## src/rtl/arq_seqn_ctrl.sv

```systemverilog
// Per-LT_ADDR baseband ARQ/SEQN engine: tracks SEQN/ARQN, duplicate detection and unacked TX data.
// Optional statistics counters are built only when ARQ_STATS_EN is defined.
module arq_seqn_ctrl #(
  parameter int NLT   = 8,
  parameter int CNT_W = 16
) (
  input  logic             i_clk_6M,
  input  logic             i_rst,
  input  logic             i_conns,
  input  logic             i_rx_done_p,
  input  logic             i_dec_hecgood,
  input  logic             i_lt_addressed,
  input  logic [2:0]       i_dec_lt_addr,
  input  logic [3:0]       i_dec_pk_type,
  input  logic [NLT-1:0]   i_dec_arqn,
  input  logic             i_dec_seqn,
  input  logic             i_rx_crcgood,
  input  logic             i_tx_done_p,
  input  logic [2:0]       i_tx_lt_addr,
  input  logic [3:0]       i_txpktype,
  input  logic             i_flush_p,
  input  logic [2:0]       i_flush_lt_addr,
  output logic [NLT-1:0]   o_txaclSEQN,
  output logic [NLT-1:0]   o_txARQN,
  output logic [NLT-1:0]   o_tx_retx,
  output logic             o_rx_accept_p,
  output logic             o_rx_dup_p,
  output logic             o_tx_ack_p,
  output logic [CNT_W-1:0] o_retx_cnt,
  output logic [CNT_W-1:0] o_dup_cnt,
  output logic [CNT_W-1:0] o_crcerr_cnt
);

  logic [NLT-1:0] r_seqn, r_arqn, r_outst, r_lastrx_seqn, r_lastrx_vld;
  logic [NLT-1:0] w_seqn_n, w_arqn_n, w_outst_n, w_lastrx_seqn_n, w_lastrx_vld_n;
  logic           r_rx_accept_p, r_rx_dup_p, r_tx_ack_p;
  logic           w_acc, w_dup, w_ack;
  logic           w_rx_ev, w_rx_live, w_rx_data, w_rx_bcast, w_dup_hit, w_tx_data;

  // NULL, POLL and FHS carry no ARQ-protected payload
  function automatic logic is_data(input logic [3:0] t);
    return (t != 4'b0000) && (t != 4'b0001) && (t != 4'b0010);
  endfunction

  assign w_rx_ev    = i_rx_done_p & i_conns & i_dec_hecgood & i_lt_addressed;
  // A flush on the same LT overrides the whole RX evaluation, including pulses and counters
  assign w_rx_live  = w_rx_ev & ~(i_flush_p & (i_flush_lt_addr == i_dec_lt_addr));
  assign w_rx_data  = is_data(i_dec_pk_type);
  assign w_rx_bcast = (i_dec_lt_addr == 3'd0);
  assign w_dup_hit  = r_lastrx_vld[i_dec_lt_addr] & (i_dec_seqn == r_lastrx_seqn[i_dec_lt_addr]);
  assign w_tx_data  = is_data(i_txpktype) & (i_tx_lt_addr != 3'd0);

  always_comb begin
    w_seqn_n        = r_seqn;
    w_arqn_n        = r_arqn;
    w_outst_n       = r_outst;
    w_lastrx_seqn_n = r_lastrx_seqn;
    w_lastrx_vld_n  = r_lastrx_vld;
    w_acc           = 1'b0;
    w_dup           = 1'b0;
    w_ack           = 1'b0;
    if (w_rx_live) begin
      if (r_outst[i_dec_lt_addr] && i_dec_arqn[i_dec_lt_addr]) begin
        w_seqn_n[i_dec_lt_addr]  = ~r_seqn[i_dec_lt_addr];
        w_outst_n[i_dec_lt_addr] = 1'b0;
        w_ack                    = 1'b1;
      end
      if (w_rx_data) begin
        if (w_rx_bcast) begin
          w_acc = i_rx_crcgood;
        end else if (w_dup_hit) begin
          w_arqn_n[i_dec_lt_addr] = 1'b1;
          w_dup                   = 1'b1;
        end else if (i_rx_crcgood) begin
          w_arqn_n[i_dec_lt_addr]        = 1'b1;
          w_lastrx_seqn_n[i_dec_lt_addr] = i_dec_seqn;
          w_lastrx_vld_n[i_dec_lt_addr]  = 1'b1;
          w_acc                          = 1'b1;
        end else begin
          w_arqn_n[i_dec_lt_addr] = 1'b0;
        end
      end
    end
    // Applied after the ACK so a same-cycle ACK and new send leaves data outstanding
    if (i_tx_done_p && i_conns && w_tx_data) begin
      w_outst_n[i_tx_lt_addr] = 1'b1;
    end
    if (i_flush_p) begin
      w_seqn_n[i_flush_lt_addr]       = 1'b1;
      w_arqn_n[i_flush_lt_addr]       = 1'b0;
      w_outst_n[i_flush_lt_addr]      = 1'b0;
      w_lastrx_vld_n[i_flush_lt_addr] = 1'b0;
    end
  end

  always_ff @(posedge i_clk_6M) begin
    if (i_rst || !i_conns) begin
      r_seqn        <= '1;
      r_arqn        <= '0;
      r_outst       <= '0;
      r_lastrx_seqn <= '0;
      r_lastrx_vld  <= '0;
      r_rx_accept_p <= 1'b0;
      r_rx_dup_p    <= 1'b0;
      r_tx_ack_p    <= 1'b0;
    end else begin
      r_seqn        <= w_seqn_n;
      r_arqn        <= w_arqn_n;
      r_outst       <= w_outst_n;
      r_lastrx_seqn <= w_lastrx_seqn_n;
      r_lastrx_vld  <= w_lastrx_vld_n;
      r_rx_accept_p <= w_acc;
      r_rx_dup_p    <= w_dup;
      r_tx_ack_p    <= w_ack;
    end
  end

  assign o_txaclSEQN   = r_seqn;
  assign o_txARQN      = r_arqn;
  assign o_tx_retx     = r_outst;
  assign o_rx_accept_p = r_rx_accept_p;
  assign o_rx_dup_p    = r_rx_dup_p;
  assign o_tx_ack_p    = r_tx_ack_p;

`ifdef ARQ_STATS_EN
  logic [CNT_W-1:0] r_retx_cnt, r_dup_cnt, r_crcerr_cnt;
  logic             w_retx_ev, w_crcerr_ev;

  assign w_retx_ev   = w_rx_live & r_outst[i_dec_lt_addr] & ~i_dec_arqn[i_dec_lt_addr];
  assign w_crcerr_ev = w_rx_live & w_rx_data & ~w_rx_bcast & ~w_dup_hit & ~i_rx_crcgood;

  // Counters survive a connection drop; only reset clears them, and they saturate
  always_ff @(posedge i_clk_6M) begin
    if (i_rst) begin
      r_retx_cnt   <= '0;
      r_dup_cnt    <= '0;
      r_crcerr_cnt <= '0;
    end else begin
      if (w_retx_ev && (r_retx_cnt != '1))     r_retx_cnt   <= r_retx_cnt + CNT_W'(1);
      if (w_dup && (r_dup_cnt != '1))          r_dup_cnt    <= r_dup_cnt + CNT_W'(1);
      if (w_crcerr_ev && (r_crcerr_cnt != '1)) r_crcerr_cnt <= r_crcerr_cnt + CNT_W'(1);
    end
  end

  assign o_retx_cnt   = r_retx_cnt;
  assign o_dup_cnt    = r_dup_cnt;
  assign o_crcerr_cnt = r_crcerr_cnt;
`else
  assign o_retx_cnt   = '0;
  assign o_dup_cnt    = '0;
  assign o_crcerr_cnt = '0;
`endif

endmodule

```

## config.mk

```make
export PLATFORM = sky130hd
export DESIGN_NAME = arq_seqn_ctrl
export DESIGN_NICKNAME = d
export VERILOG_FILES = /design/src/rtl/arq_seqn_ctrl.sv
export SDC_FILE = /design/constraint.sdc
export NUM_CORES = 1
export LEC_CHECK = 0
export ABC_AREA = 1
export ABC_CLOCK_PERIOD_IN_PS = 2600
export BUFFER_PORTS_ARGS = -buffer_cell sky130_fd_sc_hd__clkbuf_2
export CORE_MARGIN = 2
export CORE_UTILIZATION = 45
export CTS_CLUSTER_SIZE = 24
export DETAILED_ROUTE_END_ITERATION = 10
export PLACE_DENSITY = 0.75
export RECOVER_POWER = 100
export SLEW_MARGIN = 20
export SYNTH_ARGS = -nofsm -noshare
export SYNTH_HDL_FRONTEND = slang
export SYNTH_SLANG_ARGS = --single-unit
```

## constraint.sdc

```tcl
create_clock -name i_clk_6M -period 2.6 [get_ports i_clk_6M]
set_input_delay 0.65 -clock i_clk_6M [delete_from_list [all_inputs] [get_ports i_clk_6M]]
set_output_delay 0.65 -clock i_clk_6M [all_outputs]
set_load 0.1 [all_outputs]
```

==> impl_metrics.csv <==
group,metric,value,unit
clock_tree,clkLatencyLatePin,0.31,ns
grt,grt-ovfl-total,0,
floorplanning,start_util,47.0,%
routing,num_vias,2716,
power_and_ir_drop,finalPower,1.62,mW
grt,grt_pass1_vias,2509,
critical_path,cp.arrival,1.60,ns
timing,rsz0062_at_grt,"no",
routing,drtPass1Iterations,4,
min_path,hold_end,"o_txARQN[0]",
critical_path,r2r_start,"o_tx_retx[5]",
timing,hold_violations,0,
status,status,"finished, final reports clean",
clock_tree,post_cts_resized,0,
yosys,yosysUniqueCellTypes,28,
timing,timing.final.crit_share,86.5,%
clock_tree,tritoncts,"built",
critical_path,crit_family,"buffers and inverters",
power_and_ir_drop,p_comb_share,29.5,%
finish,layout-drive-gt1-share,15.1,%
timing,max_freq,0.444,GHz
yosys,ys_ff_latch,43,
finish,final_area,3020,µm²
power_and_ir_drop,leakagePower,1.53,nW
finish,final_cell_mix,"nand2_1 (119), inv_1 (55), conb_1 (48)",
timing,whs,0.433,ns
critical_path,worstPathRequired,1.95,ns
floorplanning,coreArea,5960,µm²
critical_path,crit_slowest_cell,"clkbuf_1",
clock_tree,path_clk_slew,0.08,ns
finish,area_growth,7.96,%
critical_path,cp-end-kind,"output pin",
clock_tree,numCtsBuffers,5,
critical_path,cp_max_fo,3,
yosys,netlist_area,2800,µm²
min_path,worstHoldPathCells,2,
floorplanning,die_area,6860,µm²
routing,wirelength,7.07,mm
critical_path,path_cells,"clkbuf_1",
routing,drtIter0Drc,192,
power_and_ir_drop,peakVddDrop,0.000278,V
floorplanning,fp-row-count,28,
timing,setup_viol,0,
timing,skew,0.00425,ns
yosys,synth_seq_area_share,30.8,%
clock_tree,cts_htree_levels,2,
min_path,hold_class,"reg2reg",
grt,grt_pass1_wl,11.4,mm
routing,final_antenna_net_count,0,
finish,diodes,0,
floorplanning,die_x,82.8,µm
grt,antenna_found_initial,0,
clock_tree,max-clock-path-buffers,2,
critical_path,r2r_setup_slack,0.96,ns
placement,postPlaceCellArea,2970,µm²
clock_tree,clock-root-buffer,"clkbuf_8",
timing,tightestPinTransition,1.17,ns
timing,max_slew_margin,22.2,%
power_and_ir_drop,p_per_area,535,nW/µm²
yosys,syn_avg_cell_area,6.58,µm²
placement,hpwl,5.63,mm
floorplanning,die_h,82.8,µm
clock_tree,cts.sinks,43,
critical_path,path_buf_inv,1,
timing,finalSetupTns,0,ns
clock_tree,cts_setup_buffers,0,
power_and_ir_drop,p_int,0.953,mW
power_and_ir_drop,clkPwrFrac,29.6,%
job,maxCapViolations,0,
floorplanning,pin_count,110,
routing,vias_per_cell,4.82,
yosys,ys_warn_count,0,
min_path,min_from,"o_txARQN[0]",
critical_path,r2r_cells,9,
finish,final_common_cell,"nand2_1",
grt,grt_usage,20.3,%
placement,portBuffers,61,
yosys,syn_inst,425,
clock_tree,ctsHoldBuffers,0,
critical_path,regToRegEndpoint,"o_txaclSEQN[2]",
power_and_ir_drop,power.share.switching,41.0,%
critical_path,critPathKind,"reg2out",
power_and_ir_drop,pwr-share-seq,40.9,%
timing,maxSlewViolCount,0,
critical_path,max_stage_delay,0.88,ns
finish,fin_nets,523,
power_and_ir_drop,p_switching,0.662,mW
grt,grt_start_max_net_pins,21,
routing,drc,0,
timing,period_minus_slack,2.25,ns
critical_path,start_kind,"flip-flop",
routing,avgRoutedWirePerCell,12.5,µm
placement,gp_congestion,0.947,
## logic make-up (layout without fill, tap and decap cells)
| logic type | after synthesis | after routing | share of synthesized area [%] |
|---|---|---|---|
| AOI/OAI and AO/OA | 47 | 47 | 9.44 |
| buffers and inverters | 117 | 134 | 23.5 |
| DFF | 43 | 43 | 30.8 |
| other | 1 | 48 | 0.134 |
| and+or+nand+nor | 217 | 217 | 36.1 |
## cells in the mapped netlist
cell type / number / area [µm²]
a211oi_1: 1 / 7.51
nor3_2: 1 / 10.0
nand2_1: 114 / 428
buf_4: 51 / 383
clkinv_1: 1 / 3.75
a21oi_1: 29 / 145
nand3_2: 3 / 30.0
buf_6: 3 / 33.8
o21ai_1: 2 / 10.0
inv_2: 6 / 22.5
dfxtp_1: 43 / 861
nor2_4: 4 / 45.0
nor3_1: 4 / 20.0
nand2_2: 16 / 100
nand4_1: 12 / 75.1
nor2_1: 31 / 116
o21bai_1: 2 / 15.0
nand2_4: 1 / 11.3
a22oi_1: 2 / 15.0
inv_1: 54 / 203
nand3_4: 1 / 17.5
nor2_2: 5 / 31.3
nand3_1: 25 / 125
o21ai_0: 5 / 25.0
o211ai_1: 5 / 37.5
o21ai_2: 1 / 8.76
conb_1: 1 / 3.75
inv_4: 2 / 12.5
## state kept, by name, summed over array words and instances (netlist names)
name,count
o_rx_accept_p,1
o_rx_dup_p,1
o_txARQN,8
r_lastrx_vld,8
o_txaclSEQN,8
o_tx_retx,8
r_lastrx_seqn,8
o_tx_ack_p,1
## worst max-delay path by stage
stage	slack [ns]	cells past startpoint	start	end
after floorplan	0.58	10	o_tx_retx[5]	o_txaclSEQN[5]
after global placement	0.30	13	i_dec_lt_addr[0]	o_txaclSEQN[2]
after detailed placement	0.24	13	i_dec_lt_addr[0]	o_txaclSEQN[7]
after CTS	0.54	13	i_dec_lt_addr[0]	o_tx_retx[3]
after global routing	0.18	13	i_dec_lt_addr[2]	o_txARQN[4]
final	0.35	1	o_tx_retx[3]	o_tx_retx[3]
## metrics by stage
step	worst slack, ns	instances	utilization, %
after global placement	0.300	556	49.9
after detailed placement	0.242	556	49.9
final	0.350	564	50.7
after global routing	0.177	564	50.7
after floorplan	0.576	472	-
after CTS	0.537	564	51.6
## power by group through the flow
stage               clock network (mW)  registers (mW)  logic [mW]
CTS                              0.481           0.661       0.476
global placement                     0           0.676       0.473
global route                     0.509           0.661       0.499
finish                           0.478           0.661       0.477
floorplan                            0           0.685       0.462
detailed placement                   0           0.676       0.475
## routing by layer
metal  global-route usage, %  wire (µm)  vias to the layer above
met5                       0          0                        -
met4                    8.35        187                        0
met3                    4.27        650                       18
met2                    32.8       3220                      152
met1                    26.4       3010                     1188
li1                        -          -                     1358
## layout make-up
cell class                 instances  area (µm²)
fill                             661        2940
multi-input combinational        312        1440
sequential                        43         861
timing repair buffer              63         284
inverter                          63         241
clock buffer                       8         100
tap                               75        93.8
Note: power is estimated with default switching activity, not from simulation.
